<file path="src/rtl/shift_seq.sv">
`default_nettype none
// ============================================================================
// Module   : shift_seq
// Purpose  : Multi-cycle logical shift sequencer. Breaks a request for a
//            total shift of up to 2^AMT_W-1 positions into steps of 2 or 1
//            positions and drives them to an external combinational 2x4
//            shifter, feeding each result back until the whole amount is done.
// Ports    : clk, rst               - clock, synchronous active-high reset
//            in_valid/in_ready      - request handshake (ready only in IDLE)
//            in_a, in_amt, in_dir   - operand, total amount, 0=left 1=right
//            sh_a, sh_amt, sh_dir   - step command to the external shifter
//            sh_y                   - external shifter result
//            out_valid/out_ready    - result handshake (valid only in DONE)
//            out_y                  - final shifted operand
// Config   : SHIFT_SEQ_ZERO_SKIP_EN - finish early once the operand is 0000
// Revision : 1.0 - initial release
// ============================================================================
module shift_seq #(
    parameter int AMT_W = 3
) (
    input  logic             clk,
    input  logic             rst,
    input  logic             in_valid,
    output logic             in_ready,
    input  logic [3:0]       in_a,
    input  logic [AMT_W-1:0] in_amt,
    input  logic             in_dir,
    output logic [3:0]       sh_a,
    output logic [1:0]       sh_amt,
    output logic             sh_dir,
    input  logic [3:0]       sh_y,
    output logic             out_valid,
    input  logic             out_ready,
    output logic [3:0]       out_y
);

    localparam logic [1:0] c_IDLE = 2'd0;
    localparam logic [1:0] c_STEP = 2'd1;
    localparam logic [1:0] c_DONE = 2'd2;

    logic [1:0]       r_state;
    logic [1:0]       w_state_nxt;
    logic [3:0]       r_work;
    logic [3:0]       w_work_nxt;
    logic [AMT_W-1:0] r_rem;
    logic [AMT_W-1:0] w_rem_nxt;
    logic             r_dir;
    logic             w_dir_nxt;
    logic [1:0]       w_step;
    logic [AMT_W-1:0] w_rem_dec;
    logic             w_skip_in;
    logic             w_skip_step;

    // Largest legal step is 2; a remainder of 1 takes the final single step.
    assign w_step    = (r_rem >= AMT_W'(2)) ? 2'b10 : 2'b01;
    assign w_rem_dec = r_rem - AMT_W'(w_step);

`ifdef SHIFT_SEQ_ZERO_SKIP_EN
    // Once the operand is all zeros, further shifting cannot change it.
    assign w_skip_in   = (in_a == 4'b0000);
    assign w_skip_step = (sh_y == 4'b0000);
`else
    assign w_skip_in   = 1'b0;
    assign w_skip_step = 1'b0;
`endif

    // Handshakes and outputs decode directly from registered state.
    assign in_ready  = (r_state == c_IDLE);
    assign out_valid = (r_state == c_DONE);
    assign out_y     = r_work;
    assign sh_a      = r_work;
    assign sh_dir    = r_dir;
    assign sh_amt    = (r_state == c_STEP) ? w_step : 2'b00;

    always_ff @(posedge clk) begin
        if (rst) begin
            r_state <= c_IDLE;
        end else begin
            r_state <= w_state_nxt;
        end
    end

    always_comb begin
        w_state_nxt = r_state;
        w_work_nxt  = r_work;
        w_rem_nxt   = r_rem;
        w_dir_nxt   = r_dir;
        case (r_state)
            c_IDLE: begin
                if (in_valid) begin
                    w_work_nxt = in_a;
                    w_rem_nxt  = in_amt;
                    w_dir_nxt  = in_dir;
                    if ((in_amt == '0) || w_skip_in) begin
                        w_state_nxt = c_DONE;
                    end else begin
                        w_state_nxt = c_STEP;
                    end
                end
            end
            c_STEP: begin
                w_work_nxt = sh_y;
                w_rem_nxt  = w_rem_dec;
                if ((w_rem_dec == '0) || w_skip_step) begin
                    w_state_nxt = c_DONE;
                end
            end
            c_DONE: begin
                // Result stays frozen until the consumer takes it; the
                // return to IDLE costs a cycle so no accept overlaps it.
                if (out_ready) begin
                    w_state_nxt = c_IDLE;
                end
            end
            default: begin
                w_state_nxt = c_IDLE;
            end
        endcase
    end

    always_ff @(posedge clk) begin
        if (rst) begin
            r_work <= 4'b0000;
            r_rem  <= '0;
            r_dir  <= 1'b0;
        end else begin
            r_work <= w_work_nxt;
            r_rem  <= w_rem_nxt;
            r_dir  <= w_dir_nxt;
        end
    end

endmodule
`default_nettype wire

</file>
<file path="config.mk">
export PLATFORM = sky130hd
export DESIGN_NAME = shift_seq
export DESIGN_NICKNAME = d
export VERILOG_FILES = /design/src/rtl/shift_seq.sv
export SDC_FILE = /design/constraint.sdc
export NUM_CORES = 1
export LEC_CHECK = 0
export BUFFER_PORTS_ARGS = -buffer_cell sky130_fd_sc_hd__buf_2
export CORE_AREA = 2 2 48 54
export DETAILED_ROUTE_END_ITERATION = 8
export DIE_AREA = 0 0 50 56
export PLACE_DENSITY = 0.63
export SYNTH_ARGS = -nofsm -noshare
export SYNTH_HDL_FRONTEND = slang
export SYNTH_SLANG_ARGS = --single-unit
</file>
<file path="constraint.sdc">
create_clock -name clk -period 1.9 [get_ports clk]
set_clock_uncertainty 0.1 [all_clocks]
set_input_delay 0.38 -clock clk [delete_from_list [all_inputs] [get_ports clk]]
set_output_delay 0.38 -clock clk [all_outputs]
set_load 0.05 [all_outputs]
</file>
Word-level counts from Yosys, hierarchy flattened
Index checks and enable logic that the tools add are counted.
{"block": "op_classes", "muxes": 11, "n_lt_le_gt_ge": 1, "n_reduce_logical": 7, "n_addsub": 1, "n_eq_ne": 5}
{"op": "2-bit 2-to-1 mux", "count": 6}
{"op": "4-bit case mux with 2 select lines", "count": 1}
{"op": "3-bit logical NOT", "count": 2}
{"op": "2-bit case mux with 3 select lines", "count": 1}
{"op": "3-bit case mux with 2 select lines", "count": 1}
{"op": "4-bit 2-to-1 mux", "count": 1}
{"op": "2-bit by 1-bit inequality test with 1-bit output, second input constant", "count": 2}
{"op": "2-bit AND reduction", "count": 2}
{"op": "3-bit by 2-bit >= comparator with 1-bit output, second input constant", "count": 1}
{"op": "3-bit 2-to-1 mux", "count": 1}
{"op": "3-bit AND reduction", "count": 1}
{"op": "3-bit by 2-bit subtractor with 3-bit output", "count": 1}
{"op": "2-bit by 1-bit equality test with 1-bit output, second input constant", "count": 1}
{"op": "2-bit equality test, second input constant", "count": 1}
{"op": "2-bit logical NOT", "count": 1}
{"op": "2-bit inequality test, second input constant", "count": 1}
{"op": "2-bit nonzero test", "count": 1}
{"block": "word_totals", "regBits": 10, "elab_cells": 29, "out_inout_bits": 13, "inputBits": 16}

Logic depth before layout (Yosys ltp)
Gate-level depths: netlist (run 1).
{"block": "logic_depth", "ltp_word": 6, "depth_mapped": 6, "depth_no_buf": 6}

Least setup slack after synthesis (run 1)
Ideal clock, no wire load.
{"block": "synth_path", "path_kind": "register to output", "from": "register r_state[1]", "to": "output sh_amt[0]", "arrival_ns": 1.676, "setup_slack_ns": -0.256, "required_time_ns": 1.420, "path_buffers": 1, "stages_incl_launch_ff": 4, "cell_sequence": "dfxtp_1 > nand2b_1 > buf_6 > nor3_1"}
{"block": "synth_via", "elab_chain_cells": 2}
{"item": "start: declaration", "line_no": "41", "text": "logic [1:0] r_state;"}
{"item": "start signal: assignment", "line_no": "77", "text": "r_state <= c_IDLE;"}
{"item": "start signal: assignment", "line_no": "79", "text": "r_state <= w_state_nxt;"}
{"item": "2-bit by 1-bit equality test with 1-bit output", "line_no": "73", "text": "assign sh_amt = (r_state == c_STEP) ? w_step : 2'b00;"}
{"item": "2-bit 2-to-1 mux", "line_no": "73"}
{"item": "end: declaration", "line_no": "29", "text": "output logic [1:0] sh_amt,"}
No other way between the ends.

Final worst setup path (run 1)
{"block": "layout_path", "from": "register r_rem[0]", "to": "register r_state[0]"}
{"block": "layout_via", "elab_chain_cells": 6}
{"item": "start: declaration", "line_no": "45", "text": "logic [AMT_W-1:0] r_rem;"}
{"item": "start signal: assignment", "line_no": "128", "text": "r_rem <= w_rem_nxt;"}
{"item": "3-bit by 2-bit >= comparator with 1-bit output", "line_no": "55", "text": "assign w_step = (r_rem >= AMT_W'(2)) ? 2'b10 : 2'b01;"}
{"item": "2-bit 2-to-1 mux", "line_no": "55"}
{"item": "3-bit by 2-bit subtractor with 3-bit output (*)", "line_no": "56", "text": "assign w_rem_dec = r_rem - AMT_W'(w_step);"}
{"item": "3-bit logical NOT (*)", "line_no": "104", "text": "if ((w_rem_dec == '0) || w_skip_step) begin"}
{"item": "2-bit by 1-bit inequality test with 1-bit output (no line) (*)"}
{"item": "3-bit AND reduction (no line) (*)"}
Mark *: on every way between the ends. The rest lies on a longest branch, timed or not.
A chain may end at the register's enable or synchronous reset.

==> metrics, run 1 <==
status=complete, no violations; synthesis-to-layout area growth=33.6%; Max Cap Violations=0; Routability Congestion=0.730; number of routed nets with antenna violations=0; Clock Sinks=10; ant diodes=0; Final min period=between 1500 and 2000 ps; CP required=1970 ps; Synth Instances=76; slowest cell on the critical path=fa_1; CP Capture Type=flip-flop; crit share post-route=99.0%; Num CTS Buffers=3; Hold-fix buffers, CTS=0; Top Ports=29; Stages on worst setup path=6; clock root cell=clkbuf_4; worst vdd ir=0.834 mV; vias=646; placed cell count=133; final setup fails=0; First DRT Iteration DRCs=7; startpoint types=flip-flop; Hold WC Path Type=input port to flip-flop; Hold WS=257 ps; Core Footprint=2230 um^2; fill count=238; CP max FO=3; GRT overflow=0; RSZ-0062 raised after global routing=yes; global-route wire length before repair=approximately 2.4 mm; Leakage=0.415 nW; initial antenna violation count=0; Critical Path Max Stage Delay=500 ps; Post-synth ARST share=0%; ys flop type=dfxtp_1; TNS Setup=0 ps; Initial Util=29.7%; CP bufs+invs=1; Netlist cell types=31; Die W=approximately 50 um; CP arrival=1950 ps; Avg WL per Cell=11.4 um; Crit Path Class=flip-flop to flip-flop; Synthesis Warnings=0; Skew-Pair Late Insertion Delay=270 ps; multi-input logic area=399 um^2; DRC=0; EDFF count, synth=0; Crit path max-delay family=simple AND/OR/NAND/NOR gates; nets@finish=about 130; Mean Syn Cell Area=between 8 and 9 um^2; largest net degree at the start of global routing=14; Max Root-Sink Buffers=2; crit-path cells=nor3_4 > inv_2 > fa_1 > and4bb_1 > a2bb2oi_2 > a32o_1; Max Fclk=532 MHz; PwrDens=1170 nW/um^2; Netlist Area Pre-Place=662 um^2; DR vias/cell=~4.7; Slew Limit Headroom=77.8%; FF+latch area=203 um^2; CTS tree=yes; die area=2800 um^2; drt pass-1 iters=5; total track usage=11.2%; Worst Reg-to-Reg Cells=6; Max Slew Vio Count=0; post-route non-filler standard cell count=137; clk slew on worst S/H paths=70 ps; Vert. Die Dim=~56 um; HPWL after detailed placement=1.15 mm; Mapped Nets=93; I/O Buffers=28; sequential cell area fraction in the yosys report=30.2%; hold path depth=3; Least-Margin Pin Slew=about 330 ps; layout cells sized above 1=47.7%; Final Hold Viols=0; htree depth=1; Yosys reg bits=10; Rows=18; number of global-route vias before repair=564; final WL=1.56 mm
## per-stage QoR
stage	power, W	setup slack [ps]	utilization [%]	cell area, um^2
CTS	0.00102	5.95	39.1	871
global route	0.00110	-90.0	39.7	885
global placement	0.000811	-6.54	37.2	830
floorplan	0.000717	-3.32	-	667
detailed placement	0.000818	-46.6	37.2	830
finish	0.00103	18.9	39.7	885
## worst min-delay path, cell delays in order
cell	delay, ps
buf_2	90
nand3_1	50
a21oi_1	50
## cell families (layout without fill, tap and decap cells)
logic type	Yosys count	count (layout)	synth area share, %
AO/OA/AOI/OAI	17	17	24.0
XOR/XNOR	1	1	1.32
adder cells (fa/ha/maj)	1	1	3.02
buffers and inverters	11	42	11.9
flip-flops	10	10	30.2
multiplexers	1	1	1.51
AND/OR/NAND/NOR	35	35	28.0
## sequential cells by signal, indices dropped and copies added, names as in the netlist
| name | cells |
|---|---|
| r_rem | 3 |
| r_state | 2 |
| sh_dir | 1 |
| out_y | 4 |
## final timing paths
check                           slack [ps]     start          to
worst min-delay path                   260    in_dir      sh_dir
worst max register to register          20  r_rem[0]  r_state[0]
worst max-delay path                    20  r_rem[0]  r_state[0]
worst min register to register         400  out_y[0]    out_y[0]
## routing by layer
metal,share of wire (%),GRT usage (%),vias up
met5,0,0,-
met4,0,1.19,0
met3,11,5.11,0
met2,42,15.8,38
met1,47,16.0,281
li1,-,-,327
## synth_stat cells (3+ instances only)
master	count	area share (%)
a311oi_1	5	6.6
nor2_1	9	5.1
nand2b_1	3	2.8
inv_1	3	1.7
a21oi_1	4	3.0
nor3_1	3	2.3
nand2_1	11	6.2
buf_6	3	5.1
dfxtp_1	10	30
buf_4	4	4.5
## cell type report
class	count	share of cell area (%)
multi-input combinational	55	45.1
tap	30	4.24
sequential	10	22.9
clock buffer	4	4.10
timing repair buffer	35	22.3
inverter	3	1.27
## timing repair
item | in CTS | in global routing
setup buffers | 0 | 0
setup endpoints to repair | 2 | 3
resized for setup | 1 | 6
endpoints found under the hold margin | 0 | 0
pin swaps | 1 | 5
cloned | 0 | 0
## report_power, final
part | internal (W) | total (W) | leakage [nW] | switching (W)
clock network | 0.000117 | 0.000197 | 0.0210 | 0.0000806
logic | 0.000209 | 0.000563 | 0.310 | 0.000353
registers | 0.000248 | 0.000275 | 0.0835 | 0.0000274
## placed cells by master, fill, tap and decap left out, types with 2 or more instances in the layout
cell type   n
inv_1       2
dfxtp_2     2
a21oi_1     4
nand2_1    11
buf_2      26
nor2_1      9
dfxtp_1     8
nand2b_1    3
clkbuf_4    5
a311oi_1    5
buf_4       7
(Power assumes the default switching activity.)
==> inputs of run 2 (changes only) <==
PLACE_DENSITY = 0.61   (was 0.63)
SLEW_MARGIN = 30   (was not set)
clock period = 2.2 ns   (was 1.9 ns; I/O delays follow)
==> run 2 against run 1 <==
  * Largest power group unchanged
  * Sequential cell count is the same
  * Critical path depth is the same
  * Clock-buffer cell count is the same
==> metrics, run 2 (synthesized netlist as in run 1, its figures left out) <==
Max Fclk=486 MHz (-8.6%); startpoint types=flip-flop; switching share of power=45.3% (+0.72 points); cells resized by post-CTS repair=0 (-1); Final Hold Viols=0 (unchanged); Setup Buffers After CTS=0 (unchanged); P_sw=0.000380 W (-18%); Clock Power Share=19.9% (+0.9 points); Max Slew Vio Count=0 (unchanged); Avg WL per Cell=11.6 um (+1.6%); clock root cell=clkbuf_4; Least-Margin Pin Slew=320 ps (-11.9 ps); global-route wire length before repair=2.62 mm (+8.3%); DRC=0 (unchanged); initial antenna violation count=0 (unchanged); Die W=50 um (unchanged); nets@finish=119 (-4.8%); multi-input logic area=388 um^2 (-2.8%); clk slew on worst S/H paths=70 ps (about the same); htree depth=1 (unchanged); Crit Path Class=flip-flop to flip-flop; Routability Congestion=0.708 (-3.0%); First DRT Iteration DRCs=8 (+1); Leakage=0.381 nW (-8.3%); Rows=18 (unchanged); HPWL after detailed placement=1.16 mm (+0.90%); crit-path cells=nor3_1 > inv_1 > fa_1 > nand4bb_1 > a2bb2oi_2 > a32o_1; Final min period=2060 ps (+176 ps); Clock Sinks=10 (unchanged); TNS Setup=0 ps (unchanged); total track usage=12.0% (+0.73 points); Worst Setup SP=r_rem[2]; final setup fails=0 (unchanged); Core Footprint=2230 um^2 (unchanged); crit share post-route=93.5% (-5.5 points); Reg power frac=29.2% (+2.6 points); Num CTS Buffers=3 (unchanged); fill count=245 (+2.9%); CTS tree=yes; max FFs per register=4 (unchanged); CP arrival=2120 ps (+170 ps); Slew Limit Headroom=78.6% (+0.88 points); ant diodes=0 (unchanged); Logic pwr share=50.9% (-3.5 points); slowest cell on the critical path=fa_1; status=complete, no violations; worst hold start=in_dir; Hold-fix buffers, CTS=0 (unchanged); PwrDens=1020 nW/um^2 (-13%); Worst Reg-to-Reg Cells=6 (unchanged); Max Cap Violations=0 (unchanged); vias=615 (-4.8%); worst vdd ir=0.507 mV (-39%); hold path depth=3 (unchanged); CP max FO=7 (+4); reg-to-reg startpoint=r_rem[2]; most frequent cells in the layout=28 x buf_2, 11 x nand2_1, 10 x dfxtp_1; largest net degree at the start of global routing=14 (unchanged); layout cells sized above 1=40.6% (-7.1 points); drt pass-1 iters=3 (-2); RSZ-0062 raised after global routing=no; Skew-Pair Late Insertion Delay=270 ps (about the same); number of global-route vias before repair=582 (+3.2%); Max Root-Sink Buffers=2 (unchanged); CP Capture Type=flip-flop; die area=2800 um^2 (unchanged); Top Ports=29 (unchanged); I/O Buffers=28 (unchanged); CP required=2260 ps (+290 ps); number of routed nets with antenna violations=0 (unchanged); FF+latch area=200 um^2 (-1.2%); Initial Util=29.7% (unchanged); Area after DPL=785 um^2 (-5.4%); final WL=1.52 mm (-2.8%); Finished Cell Area=821 um^2 (-7.2%); most common cell after layout, fill and taps aside=buf_2; Hold WC Path Type=input port to flip-flop; synthesis-to-layout area growth=24.0%; Internal=0.000459 W (-20%); GRT overflow=0 (unchanged); DR vias/cell=4.69 (-0.44%); Critical Path Max Stage Delay=480 ps (-20 ps); Vert. Die Dim=56 um (unchanged)
==> run 2: cell count changes in the layout (fill, tap and decap cells not counted), sizes merged <==
cell	previous run	this run
buf	33	29
clkbuf	6	4
==> run 2: per-layer routing <==
metal  up-vias  part of all wire (%)  wire, um  track usage [%]
li1        315                     -         -                -
met1       271                    46       706             15.4
met4         0                     0         0             1.19
met2        29                    44       664             19.0
met5         -                     0         0                0
met3         0                   9.8       149             5.11
==> run 2: cell type report <==
cell class / count / share of cell area (%)
Clock buffer: 4 / 4.42
Multi-Input combinational cell: 55 / 47.3
Tap cell: 30 / 4.57
Inverter: 3 / 1.37
Timing Repair Buffer: 29 / 18.0
Sequential cell: 10 / 24.4
==> run 2: final timing paths <==
kind,slack (ps),to
setup / recovery,140,r_state[0]
hold / removal,320,sh_dir
hold reg to reg,400,out_y[2]
setup reg to reg,140,r_state[0]
==> run 2: stage by stage <==
step           hold slack, ps  util [%]  worst slack, ps  power [W]  instances
2_1_floorplan             403         -              297   0.000620         76
5_1_grt                   318      36.8             59.6   0.000894        131
6_report                  320      36.8              143   0.000839        131
3_5_place_dp              398      35.2              157   0.000677        127
3_3_place_gp              394      35.2              233   0.000668        127
4_1_cts                   317      36.8              152   0.000847        131
==> run 2: worst max-delay path: cells and delay by family (launching register included) <==
kind / cells / cell delay (ps)
AOI/OAI and AO/OA: 2 / 420
DFF: 1 / 380
adders and majority gates: 1 / 480
and+or+nand+nor: 2 / 490
buffers and inverters: 1 / 80
==> run 2: power by group through the flow <==
stage	sequential, W	clock [W]	combinational, W
2_1_floorplan	0.000298	0	0.000322
3_3_place_gp	0.000248	0	0.000421
3_5_place_dp	0.000250	0	0.000427
4_1_cts	0.000246	0.000173	0.000429
5_1_grt	0.000252	0.000184	0.000458
6_report	0.000245	0.000167	0.000427
